**src/rtl/partial_force_writeback_buffer.sv**
```systemverilog
// partial_force_writeback_buffer: queues partial forces and issues them one at a time as retried write requests
// Optional macro FORCE_WB_STALL_CNT_EN enables the saturating retry counter on stall_cycles_o.
// Ports:
//   clk, rst                      clock; synchronous active-low reset
//   in_force_i/in_dst_i           producer entry {particle_id, fz, fy, fx} and destination select
//   in_valid_i/in_ready_o         producer handshake; ready while the FIFO is not full
//   force_data_o/force_valid_o    registered {head force, head dst} and one-cycle write request
//   force_cache_write_success_i   grant for the request issued in the previous cycle
//   buffer_empty_o                FIFO empty and no entry in flight
//   stall_cycles_o                consecutive failed attempts for the current head
module partial_force_writeback_buffer #(
    parameter int DATA_WIDTH         = 32,
    parameter int PARTICLE_ID_WIDTH  = 7,
    parameter int FORCE_DATA_WIDTH   = 3*DATA_WIDTH+PARTICLE_ID_WIDTH,
    parameter int FORCE_BUFFER_WIDTH = FORCE_DATA_WIDTH+1,
    parameter int FIFO_DEPTH         = 16,
    parameter int FIFO_ADDR_WIDTH    = 4,
    parameter int STALL_CNT_WIDTH    = 8
) (
    input  logic                          clk,
    input  logic                          rst,
    input  logic [FORCE_DATA_WIDTH-1:0]   in_force_i,
    input  logic                          in_dst_i,
    input  logic                          in_valid_i,
    output logic                          in_ready_o,
    output logic [FORCE_BUFFER_WIDTH-1:0] force_data_o,
    output logic                          force_valid_o,
    input  logic                          force_cache_write_success_i,
    output logic                          buffer_empty_o,
    output logic [STALL_CNT_WIDTH-1:0]    stall_cycles_o
);
    typedef enum logic [1:0] {S_IDLE, S_REQ, S_WAIT} state_t;
    localparam logic [FIFO_ADDR_WIDTH:0] FULL = (FIFO_ADDR_WIDTH+1)'(FIFO_DEPTH);
    logic [FORCE_BUFFER_WIDTH-1:0] mem_q [FIFO_DEPTH];
    logic [FORCE_BUFFER_WIDTH-1:0] force_data_q;
    logic                          force_valid_q;
    state_t                        state_q;
    logic [FIFO_ADDR_WIDTH-1:0]    wr_ptr_q, rd_ptr_q, rd_next;
    logic [FIFO_ADDR_WIDTH:0]      count_q, count_d;
    logic                          push, pop;
    assign in_ready_o     = count_q != FULL;
    assign push           = in_valid_i & in_ready_o;
    assign pop            = (state_q == S_WAIT) & force_cache_write_success_i;
    assign rd_next        = rd_ptr_q + FIFO_ADDR_WIDTH'(1);
    assign count_d        = count_q + (FIFO_ADDR_WIDTH+1)'(push) - (FIFO_ADDR_WIDTH+1)'(pop);
    assign buffer_empty_o = (count_q == '0) && (state_q == S_IDLE);
    assign force_data_o   = force_data_q;
    assign force_valid_o  = force_valid_q;
    always_ff @(posedge clk) begin
        if (rst && push) mem_q[wr_ptr_q] <= {in_force_i, in_dst_i};
    end
    always_ff @(posedge clk) begin
        if (!rst) begin
            state_q       <= S_IDLE;
            wr_ptr_q      <= '0;
            rd_ptr_q      <= '0;
            count_q       <= '0;
            force_data_q  <= '0;
            force_valid_q <= 1'b0;
        end else begin
            count_q <= count_d;
            if (push) wr_ptr_q <= wr_ptr_q + FIFO_ADDR_WIDTH'(1);
            if (pop) rd_ptr_q <= rd_next;
            case (state_q)
                S_IDLE: if (count_q != '0) begin
                    force_data_q  <= mem_q[rd_ptr_q];
                    force_valid_q <= 1'b1;
                    state_q       <= S_REQ;
                end
                S_REQ: begin
                    force_valid_q <= 1'b0;
                    state_q       <= S_WAIT;
                end
                S_WAIT: begin
                    // A failed grant retries the same head; a success with another entry
                    // queued loads it directly so service stays at two cycles per entry.
                    if (!force_cache_write_success_i || count_q > (FIFO_ADDR_WIDTH+1)'(1)) begin
                        if (force_cache_write_success_i) force_data_q <= mem_q[rd_next];
                        force_valid_q <= 1'b1;
                        state_q       <= S_REQ;
                    end else begin
                        state_q <= S_IDLE;
                    end
                end
                default: begin
                    force_valid_q <= 1'b0;
                    state_q       <= S_IDLE;
                end
            endcase
        end
    end
`ifdef FORCE_WB_STALL_CNT_EN
    logic [STALL_CNT_WIDTH-1:0] stall_q;
    always_ff @(posedge clk) begin
        if (!rst || pop) stall_q <= '0;
        else if (state_q == S_WAIT && stall_q != '1) stall_q <= stall_q + STALL_CNT_WIDTH'(1);
    end
    assign stall_cycles_o = stall_q;
`else
    assign stall_cycles_o = '0;
`endif
endmodule

```
**config.mk**
```make
export PLATFORM = sky130hd
export DESIGN_NAME = partial_force_writeback_buffer
export DESIGN_NICKNAME = d
export VERILOG_FILES = /design/src/rtl/partial_force_writeback_buffer.sv
export SDC_FILE = /design/constraint.sdc
export NUM_CORES = 2
export LEC_CHECK = 0
export ABC_AREA = 0
export BUFFER_PORTS_ARGS = -buffer_cell sky130_fd_sc_hd__buf_2
export CAP_MARGIN = 30
export CORE_AREA = 2 2 455 457
export DETAILED_ROUTE_END_ITERATION = 7
export DIE_AREA = 0 0 457 459
export GPL_TIMING_DRIVEN = 0
export PLACE_DENSITY = 0.54
export RECOVER_POWER = 50
export SETUP_SLACK_MARGIN = 0.02
export SYNTH_ARGS = -nofsm -noshare
export SYNTH_HDL_FRONTEND = slang
export SYNTH_SLANG_ARGS = --single-unit
```
**constraint.sdc**
```tcl
create_clock -name clk -period 10.2 [get_ports clk]
set_input_delay 0.51 -clock clk [delete_from_list [all_inputs] [get_ports clk]]
set_output_delay 0.51 -clock clk [all_outputs]
set_load 0.03 [all_outputs]
```
==> reports/summary.txt <==
status - finished, final reports clean
FILL cells - 17900
RSZ-0062 raised after global routing - no
Synthesis Warnings - 0
Root Driver - clkbuf_16
synth cell count leaders - edfxtp_1 (1664), mux2i_1 (1041), mux4_2 (416), nand2_1 (320), a22oi_1 (310)
fin nets - 5440
Die Ht - 459 um
Post-Synth Simple-Gate Area - 2.65%
final max-slew violation count - 0
core area - 206000 um^2
worst skew pair latency - 840 ps
Synth area leader - edfxtp_1
H-tree levels - 4
Clk pin slew, worst setup/hold paths - 70 ps
overall power - 0.0193 W
via/cell ratio - 6.08
reg2reg setup slack - 6220 ps
TritonCTS clock tree - yes
Post-Synth Adder-Cell Area - 0.224%
via count - 49900
DRC - 0
f_max - 0.251 GHz
Crit Path Max Fanout - 18
RR Startpoint - count_q[2]$_SDFF_PN0_
initial antenna violation count - 28
area used by multi-input combinational logic - 27400 um^2
min cycle time layout - 3980 ps
reg2reg end - mem_q[11][15]$_DFFE_PP_
syn_area_per_cell - 17.0 um^2
Post-DP HPWL - 179000 um
maximum VDD drop - 189 uV
Async S/R FF share, synth - 0%
Seq/Total Area, Yosys - 64.4%
Worst Hold Depth - 4
largest net degree at the start of global routing - 24
CP Launch Type - flip-flop
first-pass GRT wire length - 374000 um
Synth Area in Compound Gates - 6.18%
#FFs+latches synth - 1788
I/O Buffers - 213
Sink Count - 1788
Synth Instances - 4788
Setup WS pre-CTS - 6180 ps
Max Cap Viol - 0
gr ovfl total - 0
synthesis-to-finish area growth - 15.9%
first-pass detailed-route iteration total - 6
count leader, synth - edfxtp_1
share of cells above drive strength 1 - 20.3%
Mapped Area - 81500 um^2
Initial DRC Count - 5340
hold slack - 169 ps
wire length per cell - 32.5 um
XOR/XNOR Fraction of Synth Area - 0.106%
overall routed net length - 266000 um
number of synthesized flops with an enable pin - 1664
power density cells - 204 nW/um^2
fin area - 94400 um^2
clk_skew - 31.4 ps
post-synthesis mux area share - 24.3%
post-cts sizing count - 0
HP Class - in -> reg
placer congestion estimate - 0.790
top post-synthesis cells by area - edfxtp_1 (61%), mux2i_1 (13%), mux4_2 (12%), dfxtp_1 (3.0%), a22oi_1 (2.9%)
CTS max path bufs - 3
Rows - 167
DIE AREA - 210000 um^2
Static Leak - 28.3 nW
period utilisation layout - 39.0%
Critical Path RT - 10720 ps
Yosys top cell area share - 61.3%
placement-stage cell area - 88400 um^2
Crit Path Class - reg -> reg
CTS Buf Count - 191
Distinct cells, synth - 44
CP arrival - 4500 ps
initial core utilization - 39.6%
Tightest Pin Transition - 1070 ps
Total GRT Usage - 25.0%
Fin. Hold Viols - 0
end of the worst hold path - force_valid_o$_SDFFE_PN0P_
width of the die - 457 um
io pins - 223
Worst R2R Path Depth - 10
CP endpoint kind - flip-flop
Setup-failing EPs final - 0
largest family of logic cells by synthesized area - multiplexers
worst setup margin - 6220 ps
Main synth FF type - edfxtp_1
Post-DRT Antenna Nets - 0
Register Area - 52500 um^2
Hold Crit Start - force_cache_write_success_i
vias in the first global route - 50400
Rel. slew slack - 28.6%
==> final cells by class <==
class / count / share of cell area (%)
sequential: 1788 / 55.6
multi-input combinational: 2606 / 29.0
clock buffer: 284 / 5.71
tap: 2704 / 3.58
timing repair buffer: 330 / 3.42
buffer: 389 / 1.82
clock inverter: 71 / 0.789
inverter: 12 / 0.0477
antenna: 9 / 0.0239
==> per-stage QoR <==
stage	TNS, ps	utilization [%]	instances
5_1_grt	0	45.9	8188
3_5_place_dp	0	43.0	7822
3_3_place_gp	-6678020	41.8	7712
6_report	0	45.9	8193
4_1_cts	0	46.0	8183
2_1_floorplan	0	-	4795
==> power by group <==
group | internal, W | leakage [nW] | switching [W] | total [W]
combinational | 0.00136 | 9.33 | 0.00250 | 0.00386
clock | 0.00396 | 3.00 | 0.00293 | 0.00689
sequential | 0.00831 | 16.0 | 0.000225 | 0.00853
total | 0.0136 | 28.3 | 0.00566 | 0.0193
==> worst max-delay path, cell delays in order (launching register included) <==
cell and delay [ps]:
dfxtp_1 330, inv_1 70, ha_1 210, nand4bb_1 310, and2_0 380, clkbuf_1 400, nand2_1 370, nor2_4 780
buf_12 290, buf_12 220, buf_12 210
==> sequential cells by signal, summed over array words and instances (netlist names), named ones only <==
name           count
mem_q           1664
force_data_o     104
count_q            5
rd_ptr_q           4
wr_ptr_q           4
state_q            2
force_valid_o      1
==> metal layers <==
| metal | up-vias | GRT usage (%) | wire length, um |
|---|---|---|---|
| met5 | - | 0 | 121 |
| met4 | 10 | 8.08 | 7980 |
| met3 | 433 | 5.00 | 21400 |
| met2 | 2153 | 40.0 | 126000 |
| met1 | 26300 | 34.2 | 111000 |
| li1 | 20900 | - | - |
==> layout by cell type (no fill, tap or decap), drive strengths merged, types with 104 or more instances in the layout <==
cell,instances
mux4,416
buf,306
dfxtp,124
clkbuf,691
mux2i,1041
a22oi,310
nand4,104
nand2,320
edfxtp,1664
o21ai,106
==> kinds of logic after synthesis <==
group,count (synthesis)
flops,1788
mux,1457
compound gates,637
simple gates,481
buf+inv,401
fa+ha+maj,14
xor+xnor,9
other cells,1
==> worst max path at each step <==
stage                                startpoint                 endpoint  slack (ps)  depth (start not counted)
final                     count_q[2]$_SDFF_PN0_  mem_q[11][15]$_DFFE_PP_        6220                         10
after global routing      count_q[2]$_SDFF_PN0_  mem_q[11][15]$_DFFE_PP_        6020                         10
after CTS                 count_q[2]$_SDFF_PN0_  mem_q[11][15]$_DFFE_PP_        6140                         10
after detailed placement  count_q[2]$_SDFF_PN0_  mem_q[11][12]$_DFFE_PP_        6180                         10
after global placement                      rst   mem_q[9][10]$_DFFE_PP_       -5090                          4
after floorplan           count_q[2]$_SDFF_PN0_   mem_q[11][0]$_DFFE_PP_        3780                          7
==> repair_timing <==
item / CTS / global route
hold buffers: 6 / 0
setup buffers: 0 / 0
hold endpoints to repair: 40 / 0
endpoints found under the setup margin: 0 / 0
No activity file was read; power rests on OpenSTA's default activity.
